## src/rtl/jk_seq_pkg.sv

```systemverilog
// Shared op codes and FSM state encodings for the JK bank sequencer.
// Also used by jk_next_model and jk_bank_sequencer.
package jk_seq_pkg;

  localparam logic [2:0] OP_HOLD   = 3'd0;
  localparam logic [2:0] OP_RSTALL = 3'd1;
  localparam logic [2:0] OP_SETALL = 3'd2;
  localparam logic [2:0] OP_CLR    = 3'd3;
  localparam logic [2:0] OP_PRE    = 3'd4;
  localparam logic [2:0] OP_TGL    = 3'd5;
  localparam logic [2:0] OP_COUNT  = 3'd6;
  localparam logic [2:0] OP_NOP    = 3'd7;

  typedef enum logic [1:0] {
    ST_IDLE  = 2'd0,
    ST_RUN   = 2'd1,
    ST_CHECK = 2'd2
  } state_t;

endpackage

```

## src/rtl/jk_next_model.sv

```systemverilog
// Combinational model of one bank cycle: J/K/CE/R/S drive for an op and the
// resulting expected bank state.
module jk_next_model
  import jk_seq_pkg::*;
#(
  parameter int N = 4
) (
  input  logic [2:0]   op,
  input  logic [N-1:0] mask,
  input  logic [N-1:0] exp_q,
  output logic [N-1:0] exp_next,
  output logic [N-1:0] j,
  output logic [N-1:0] k,
  output logic [N-1:0] ce,
  output logic         r,
  output logic         s
);

  // carry[i] is high when every lower bit is one: the ripple-counter toggle term.
  logic [N-1:0] carry;
  assign carry[0] = 1'b1;

  genvar gi;
  generate
    for (gi = 1; gi < N; gi++) begin : g_carry
      assign carry[gi] = carry[gi-1] & exp_q[gi-1];
    end
  endgenerate

  always_comb begin
    exp_next = exp_q;
    j        = '0;
    k        = '0;
    ce       = '0;
    r        = 1'b0;
    s        = 1'b0;
    case (op)
      OP_HOLD: begin
        ce = mask;
      end
      OP_RSTALL: begin
        r        = 1'b1;
        exp_next = '0;
      end
      OP_SETALL: begin
        s        = 1'b1;
        exp_next = '1;
      end
      OP_CLR: begin
        ce       = mask;
        k        = mask;
        exp_next = exp_q & ~mask;
      end
      OP_PRE: begin
        ce       = mask;
        j        = mask;
        exp_next = exp_q | mask;
      end
      OP_TGL: begin
        ce       = mask;
        j        = mask;
        k        = mask;
        exp_next = exp_q ^ mask;
      end
      OP_COUNT: begin
        ce       = '1;
        j        = carry;
        k        = carry;
        exp_next = exp_q ^ carry;
      end
      default: begin
      end
    endcase
  end

endmodule

```

## src/rtl/jk_bank_sequencer.sv

```systemverilog
// Command-driven sequencer for a bank of N JK cells with an expected-state model.
// Define JKSEQ_CHECK_EN to enable the sticky Qout-vs-model mismatch flags.
module jk_bank_sequencer
  import jk_seq_pkg::*;
#(
  parameter int N  = 4,
  parameter int LW = 5
) (
  input  logic          Clk,
  input  logic          R,
  input  logic          cmd_valid,
  output logic          cmd_ready,
  input  logic [2:0]    cmd_op,
  input  logic [N-1:0]  cmd_mask,
  input  logic [LW-1:0] cmd_len,
  input  logic [N-1:0]  q_fb,
  output logic [N-1:0]  jk_j,
  output logic [N-1:0]  jk_k,
  output logic [N-1:0]  jk_ce,
  output logic          jk_r,
  output logic          jk_s,
  output logic          busy,
  output logic          done,
  output logic          err,
  output logic [N-1:0]  err_bits
);

  state_t        state_q, state_d;
  logic [LW-1:0] cnt_q, cnt_d;
  logic [2:0]    op_q, op_d;
  logic [N-1:0]  mask_q, mask_d;
  logic [N-1:0]  exp_q, exp_d;

  logic [N-1:0]  m_exp, m_j, m_k, m_ce;
  logic          m_r, m_s;

  jk_next_model #(.N(N)) u_model (
    .op       (op_q),
    .mask     (mask_q),
    .exp_q    (exp_q),
    .exp_next (m_exp),
    .j        (m_j),
    .k        (m_k),
    .ce       (m_ce),
    .r        (m_r),
    .s        (m_s)
  );

  always_comb begin
    state_d = state_q;
    cnt_d   = cnt_q;
    op_d    = op_q;
    mask_d  = mask_q;
    exp_d   = exp_q;
    case (state_q)
      ST_IDLE: begin
        if (cmd_valid) begin
          op_d    = cmd_op;
          mask_d  = cmd_mask;
          cnt_d   = (cmd_len == '0) ? LW'(1) : cmd_len;
          state_d = ST_RUN;
        end
      end
      ST_RUN: begin
        exp_d = m_exp;
        if (cnt_q == LW'(1)) begin
          state_d = ST_CHECK;
        end else begin
          cnt_d = cnt_q - LW'(1);
        end
      end
      default: begin
        state_d = ST_IDLE;
      end
    endcase
  end

  always_ff @(posedge Clk) begin
    if (R) begin
      state_q <= ST_IDLE;
      cnt_q   <= '0;
      op_q    <= OP_NOP;
      mask_q  <= '0;
      exp_q   <= '0;
    end else begin
      state_q <= state_d;
      cnt_q   <= cnt_d;
      op_q    <= op_d;
      mask_q  <= mask_d;
      exp_q   <= exp_d;
    end
  end

  // R overrides every output in the same cycle so the cells clear with the model.
  logic run_act, chk_act;
  assign run_act = (state_q == ST_RUN) && !R;
  assign chk_act = (state_q == ST_CHECK) && !R;

  assign jk_j      = run_act ? m_j  : '0;
  assign jk_k      = run_act ? m_k  : '0;
  assign jk_ce     = run_act ? m_ce : '0;
  assign jk_r      = R | (run_act & m_r);
  assign jk_s      = run_act & m_s;
  assign busy      = run_act | chk_act;
  assign done      = chk_act;
  assign cmd_ready = R | (state_q == ST_IDLE);

`ifdef JKSEQ_CHECK_EN
  logic         err_q, err_d;
  logic [N-1:0] err_bits_q, err_bits_d;
  logic [N-1:0] diff;

  assign diff = q_fb ^ exp_q;

  always_comb begin
    err_d      = err_q;
    err_bits_d = err_bits_q;
    if (state_q == ST_CHECK) begin
      err_d      = err_q | (|diff);
      err_bits_d = err_bits_q | diff;
    end
  end

  always_ff @(posedge Clk) begin
    if (R) begin
      err_q      <= 1'b0;
      err_bits_q <= '0;
    end else begin
      err_q      <= err_d;
      err_bits_q <= err_bits_d;
    end
  end

  assign err      = err_q & ~R;
  assign err_bits = R ? '0 : err_bits_q;
`else
  logic unused_q_fb;
  assign unused_q_fb = ^q_fb;
  assign err      = 1'b0;
  assign err_bits = '0;
`endif

endmodule

```

## config.mk

```make
export PLATFORM = sky130hd
export DESIGN_NAME = jk_bank_sequencer
export DESIGN_NICKNAME = d
export VERILOG_FILES = /design/src/rtl/jk_seq_pkg.sv /design/src/rtl/jk_next_model.sv /design/src/rtl/jk_bank_sequencer.sv
export SDC_FILE = /design/constraint.sdc
export NUM_CORES = 1
export LEC_CHECK = 0
export CORE_ASPECT_RATIO = 1.25
export CORE_MARGIN = 10
export CORE_UTILIZATION = 30
export DETAILED_ROUTE_END_ITERATION = 8
export MAX_ROUTING_LAYER = met4
export PLACE_DENSITY = 0.64
export SYNTH_ARGS = -nofsm -noshare
export SYNTH_HDL_FRONTEND = slang
export SYNTH_SLANG_ARGS = --single-unit
```

## constraint.sdc

```tcl
create_clock -name Clk -period 1.7 [get_ports Clk]
set_clock_uncertainty 0.1 [all_clocks]
set_input_delay 0.34 -clock Clk [delete_from_list [all_inputs] [get_ports Clk]]
set_output_delay 0.34 -clock Clk [all_outputs]
set_load 0.02 [all_outputs]
```

==> flow_summary_export.csv <==
group,metric,value,unit
timing,fin_crit_sh,1.060,
worst_setup_path,arrival,1.36,ns
place,dp_hpwl,3194,µm
timing,setup_viol,17,
routing,num_vias,1489,
final_layout,finalNetCount,278,
global_routing,use_met2,0.2044,
routing,drt-wirelength-per-cell,14.56,µm
final_layout,final_common_cell,"buf_4",
global_routing,overflow,0,
timing,slew_violations,0,
die,fp-row-count,26,
power_and_ir_drop,ir_worst_vdd,0.3730,mV
cts,cts_tree,"yes",
final_layout,n_antenna_cell,0,
synthesis,avgSynthCellArea,7.388,µm²
routing,remaining_drc_errors,0,
worst_setup_path,required,1.26,ns
min_path,min_from,"cnt_q[4]$_SDFFE_PP0P_",
cts,insertion_delay,0.26,ns
synthesis,synth-async-reset-ratio,0,
synthesis,ys_warn_count,0,
worst_setup_path,r2r-start,"cnt_q[1]$_SDFFE_PP0P_",
synthesis,synth-main-ff-cell,"dfxtp_1",
timing,max_freq,555.1,MHz
worst_setup_path,slowest_stage,"dfxtp_2",
worst_setup_path,worstPathCellList,"nand2b_4 -> nor2_4 -> nand2_2 -> buf_6 -> a21oi_2 -> buf_6",
place,portBuffers,31,
routing,wirelength,4427,µm
worst_setup_path,start_kind,"flop",
worst_setup_path,crit_path_end_kind,"primary output",
global_routing,grt_pass1_vias,1517,
synthesis,ys_seq_area_frac,0.2573,
worst_setup_path,startpoint,"state_q[1]$_SDFFE_PP0P_",
global_routing,grt_max_degree,18,
global_routing,use_met1,0.1161,
timing,finalHoldViolations,0,
status,outcome,"finished with violations",
flow_run,drv_cap,0,
global_routing,groute.usage.overall,0.1177,
die,die_h,94.24,µm
cts,cts.sinks,17,
synthesis,netlist_area,0.001323,mm²
cts,htreeDepth,1,
global_routing,antenna_found_initial,0,
power_and_ir_drop,p_per_area,606.5,mW/mm²
timing,finalSetupTns,-1.101,ns
timing,final.min_clock_period,1.802,ns
min_path,hold_path_class,"reg2reg",
power_and_ir_drop,p_leak,0.9466,nW
die,die_width,79.39,µm
place,gp_congestion,0.9228,
cts,clk_pin_slew,0.07,ns
routing,drt_iter0_drc,48,
final_layout,area_growth,73.89,%
timing,fin_hold_ws,0.3912,ns
final_layout,seq_area,354.1,µm²
worst_setup_path,cp_slowest_stage_delay,0.34,ns
final_layout,drive_gt1_frac,0.5081,
timing,rsz0062_at_grt,"true",
timing,setup_slack,-0.1016,ns
synthesis,synth_edf_count,0,
global_routing,grt_pass1_wl,6906,µm
die,boundaryPins,41,
cts,clockBufferDepth,2,
synthesis,synth_cells,179,
routing,vias_per_cell,4.898,
cts,cts_buffers,3,
status,violations,"negative setup slack",
cts,cts-root-buf,"clkbuf_8",
final_layout,fin_cells,304,
final_layout,n_fill_cell,408,
routing,antenna_left,0,
die,start_util,0.3176,
final_layout,final_cell_mix,"buf_4, nor2_1, buf_6",
global_routing,grt.met3_usage,0.03257,
routing,drtPass1Iterations,4,
place,dp.cells,294,
synthesis,ys_seq_elements,17,
die,coreArea,0.004164,mm²
synthesis,synth_cell_types,43,
worst_setup_path,crit_top_cell,"buf_6",
final_layout,multiInputGateArea,0.001120,mm²
global_routing,grt.busiest_layer,"met2",
die,die-area,0.007481,mm²
worst_setup_path,crit_fanout,3,
worst_setup_path,path_class,"reg2out",
-- worst max-delay path: cells and delay by family (launching register included) --
kind,cells,cell delay [ns]
buf+inv,2,0.27
flops,1,0.34
compound gates,1,0.11
simple gates,3,0.39
-- report_power, final --
part | leakage [nW] | internal (mW) | switching [mW]
clock | 0.0228 | 0.167 | 0.153
sequential | 0.142 | 0.432 | 0.0370
combinational | 0.782 | 0.314 | 0.292
-- cells in the mapped netlist (all sizes together), types with 4 or more instances --
| cell type | count | area (µm²) |
|---|---|---|
| nor2 | 23 | 86.33 |
| a21oi | 22 | 113.9 |
| dfxtp | 17 | 340.3 |
| nand2 | 15 | 56.30 |
| ha | 10 | 125.1 |
| inv | 10 | 37.54 |
| nor2b | 9 | 56.30 |
| buf | 8 | 58.81 |
| o21ai | 8 | 40.04 |
| clkbuf | 7 | 26.28 |
| nand2b | 7 | 43.79 |
| a22oi | 4 | 30.03 |
-- sequential cells by signal, summed over array words and instances, names as in the netlist --
signal   flops
mask_q       4
state_q      2
cnt_q        5
op_q         3
exp_q        3
-- cells by family after synthesis --
kind of cell,count (synthesis),share of synthesized area
flip-flops,17,0.2573
other,1,0.002835
adder cells (fa/ha/maj),10,0.09461
multiplexers,1,0.007569
AND/OR/NAND/NOR,71,0.2829
XOR/XNOR,1,0.006624
buffers and inverters,25,0.09272
AO/OA/AOI/OAI,53,0.2555
-- path summary, 6_finish.rpt --
kind              cells past startpoint  slack (ns)                     to
hold reg to reg                       2        0.39  cnt_q[4]$_SDFFE_PP0P_
setup / recovery                      6       -0.10                jk_j[1]
hold / removal                        2        0.39  cnt_q[4]$_SDFFE_PP0P_
setup reg to reg                      7       -0.02  cnt_q[2]$_SDFFE_PP0P_
-- area by class of cell --
type | count | area share
multi-input cells | 141 | 0.4869
repair buffers | 76 | 0.2927
flip-flops and latches | 17 | 0.1540
well taps | 56 | 0.03047
clock buffers | 4 | 0.01959
inverters | 10 | 0.01632
-- per-layer routing --
metal,routed length (µm),up-vias,part of all wire
met4,72,0,0.016
li1,-,745,-
met5,0,-,0
met1,1837,700,0.41
met3,204,4,0.046
met2,2312,40,0.52
-- through the flow --
step | worst slack (ns) | area, µm² | util | power (mW)
floorplan | -0.1229 | 1353 | - | 0.7390
global placement | -0.6862 | 1953 | 0.4691 | 0.9330
detailed placement | -0.7086 | 1953 | 0.4691 | 0.9398
CTS | -0.1008 | 2131 | 0.5117 | 1.322
global route | -0.1920 | 2300 | 0.5523 | 1.472
finish | -0.1016 | 2300 | 0.5523 | 1.395
-- timing repair --
item / in CTS / in global routing
buffers inserted: 2 / 3
hold buffers: 0 / 0
endpoints found under the hold margin: 0 / 0
pin swaps: 13 / 19
resized for setup: 124 / 42
cloned: 1 / 0
setup endpoints to repair: 21 / 22
(Power assumes the default switching activity.)
==> edit: new RTL, same settings <==
The option `JKSEQ_CHECK_EN` is turned on by a define.
--- a/src/rtl/jk_bank_sequencer.sv
+++ b/src/rtl/jk_bank_sequencer.sv
@@ -1,5 +1,7 @@
 // Command-driven sequencer for a bank of N JK cells with an expected-state model.
 // Define JKSEQ_CHECK_EN to enable the sticky Qout-vs-model mismatch flags.
+`define JKSEQ_CHECK_EN
+
 module jk_bank_sequencer
   import jk_seq_pkg::*;
 #(
Behaviour: not the same (Yosys sat finds a counterexample within 4 cycles, from zero or initial values).
==> edit against the original RTL <==
  * The run still ends with negative setup slack left
  * Wire length grew 19%
  * Combinational power grew 6.6%
  * Sequential share of layout area grew 1.9 points
  * Cell area grew 21%
  * Sequential cell count grew 6
  * Fmax shrank 1.0%
  * Largest power group unchanged
  * Sequential power grew 31%
  * Setup slack lost 0.019 ns
  * Area after synthesis grew 21%
  * Total power grew 15%
  * Via count grew 18%
==> edit: results (changes against the original RTL) <==
largest_reg_flops: 5  # unchanged
drive_above_1_share: 0.481  # -0.0266
p_int_mw: 1.07  # +17%
synth.lib_cells_used.distinct: 39  # -9.3%
yosys-top-cells-count: "23 x a21oi_1, 23 x dfxtp_1, 23 x nor2_1, 20 x nand2_1, 17 x inv_1"
clockRootBuffer: "clkbuf_8"
outcome: "finished, violations left"
critPathMaxStageDelay_ns: 0.39  # +0.05 ns
drt_iter0_drc: 87  # +81%
finalSetupViolations: 17  # unchanged
critPathTopFamily: "flip-flops"
worst_hold_path.endpoint: "err_q$_SDFFE_PP0N_"
critPathArrivalTime_ns: 1.38  # +0.02 ns
wl_per_cell_microns: 14.7  # +1.1%
h-tree-depth: 1  # unchanged
grt_pass1_vias: 1781  # +17%
cts_buffers: 3  # unchanged
nNetsFinal: 329  # +18%
worstHoldStart: "err_q$_SDFFE_PP0N_"
grt_start_max_net_pins: 14  # -4
crit_fanout: 6  # +3
synth.avg_cell_area_sq_um: 7.56  # +2.3%
via_per_inst: 4.88  # -0.31%
routabilityCongestion: 0.827  # -10%
ir_worst_vdd_mv: 0.437  # +17%
antenna_found_initial: 0  # unchanged
cts.path.max_buffers: 2  # unchanged
worst_r2r_endpoint: "cnt_q[0]$_SDFFE_PP0P_"
cpMaxStageDelayCell: "dfxtp_4"
portBuffers: 40  # +29%
hold_depth: 2  # unchanged
grt_use_total: 0.118  # +0.000194
r2r_cells: 7  # unchanged
violations: "negative setup slack"
fillCellCount: 472  # +16%
synthArstFlopShare: 0  # unchanged
grt_first_pass_wirelength_mm: 8.32  # +20%
ys_top_cells_by_area: "dfxtp_1 29%, ha_1 9.4%, a21oi_1 7.2%"
clk_pin_slew_ns: 0.09  # +0.02 ns
dpl.hpwl_mm: 3.86  # +21%
setup_ws_ns: -0.121  # -0.0190 ns
wl_mm: 5.28  # +19%
relSlewSlack: 0.812
dp.cells: 347  # +18%
p_leak_nw: 1.16  # +22%
yosysSeqAreaShare: 0.289  # +0.0313
dr.pass1.iters: 4  # unchanged
reg2reg_slack_ns: -0.08  # -0.06 ns
[edit: worst max path at each step]
stage,from,endpoint,slack [ns],cells after the start
after floorplan,state_q[0]$_SDFFE_PP0P_,jk_k[1],0.006,5
after global placement,R,jk_j[0],-0.73,5
after detailed placement,R,jk_j[0],-0.76,5
after CTS,op_q[1]$_SDFFE_PP1P_,jk_k[2],-0.11,5
after global routing,op_q[1]$_SDFFE_PP1P_,jk_ce[0],-0.19,6
final,op_q[1]$_SDFFE_PP1P_,jk_ce[0],-0.12,6
[edit: tightest hold or removal path: stages (launching register included)]
cell and delay [ns]:
dfxtp_1 0.34, a31oi_1 0.04, nor2_1 0.07
[edit: per-stage QoR]
step / setup TNS (ns) / cell area (sq um) / hold slack, ns / power [mW] / setup slack [ns]
2_1_floorplan: 0 / 1640 / 0.329 / 0.899 / 0.00562
3_3_place_gp: -13.50 / 2410 / 0.358 / 1.13 / -0.731
3_5_place_dp: -13.78 / 2410 / 0.359 / 1.13 / -0.759
4_1_cts: -1.07 / 2680 / 0.383 / 1.57 / -0.112
5_1_grt: -2.57 / 2790 / 0.421 / 1.70 / -0.195
6_report: -1.19 / 2790 / 0.387 / 1.61 / -0.121
[edit: cell type report]
type	count	area, sq um	share of cell area
Tap cell	62	77.6	0.0279
Timing Repair Buffer	92	825	0.296
Sequential cell	23	483	0.173
Clock buffer	3	41.3	0.0148
Inverter	17	63.8	0.0229
Clock inverter	1	5.00	0.00180
Multi-Input combinational cell	161	1290	0.463
[edit: routing by layer]
layer	track usage	up-vias	part of all wire
met1	0.128	824	0.42
met5	-	-	0
met3	0.0185	4	0.034
li1	-	892	-
met2	0.214	33	0.53
met4	0.0343	0	0.010
[edit: power groups by stage]
stage | clock [mW] | combinational, mW | sequential, mW
floorplan | 0 | 0.288 | 0.611
global placement | 0 | 0.514 | 0.611
detailed placement | 0 | 0.521 | 0.613
CTS | 0.361 | 0.598 | 0.613
global route | 0.382 | 0.701 | 0.622
finish | 0.345 | 0.646 | 0.616
[edit: repair_timing]
item | 4_1_cts | 5_1_grt
buffers inserted | 2 | 7
gates resized for setup | 161 | 27
setup endpoints to repair | 27 | 26
hold buffers | 0 | 0
pin swaps | 16 | 17
gates cloned | 0 | 1
[edit: kinds of logic (layout without fill, tap and decap cells)]
kind of cell / count (synthesis) / after routing / share of synthesized area
buffers and inverters: 28 / 113 / 0.0698
adder cells (fa/ha/maj): 12 / 12 / 0.0941
multiplexers: 2 / 2 / 0.0141
XOR/XNOR: 5 / 5 / 0.0274
AO/OA/AOI/OAI: 63 / 63 / 0.260
flip-flops: 23 / 23 / 0.289
AND/OR/NAND/NOR: 78 / 79 / 0.246
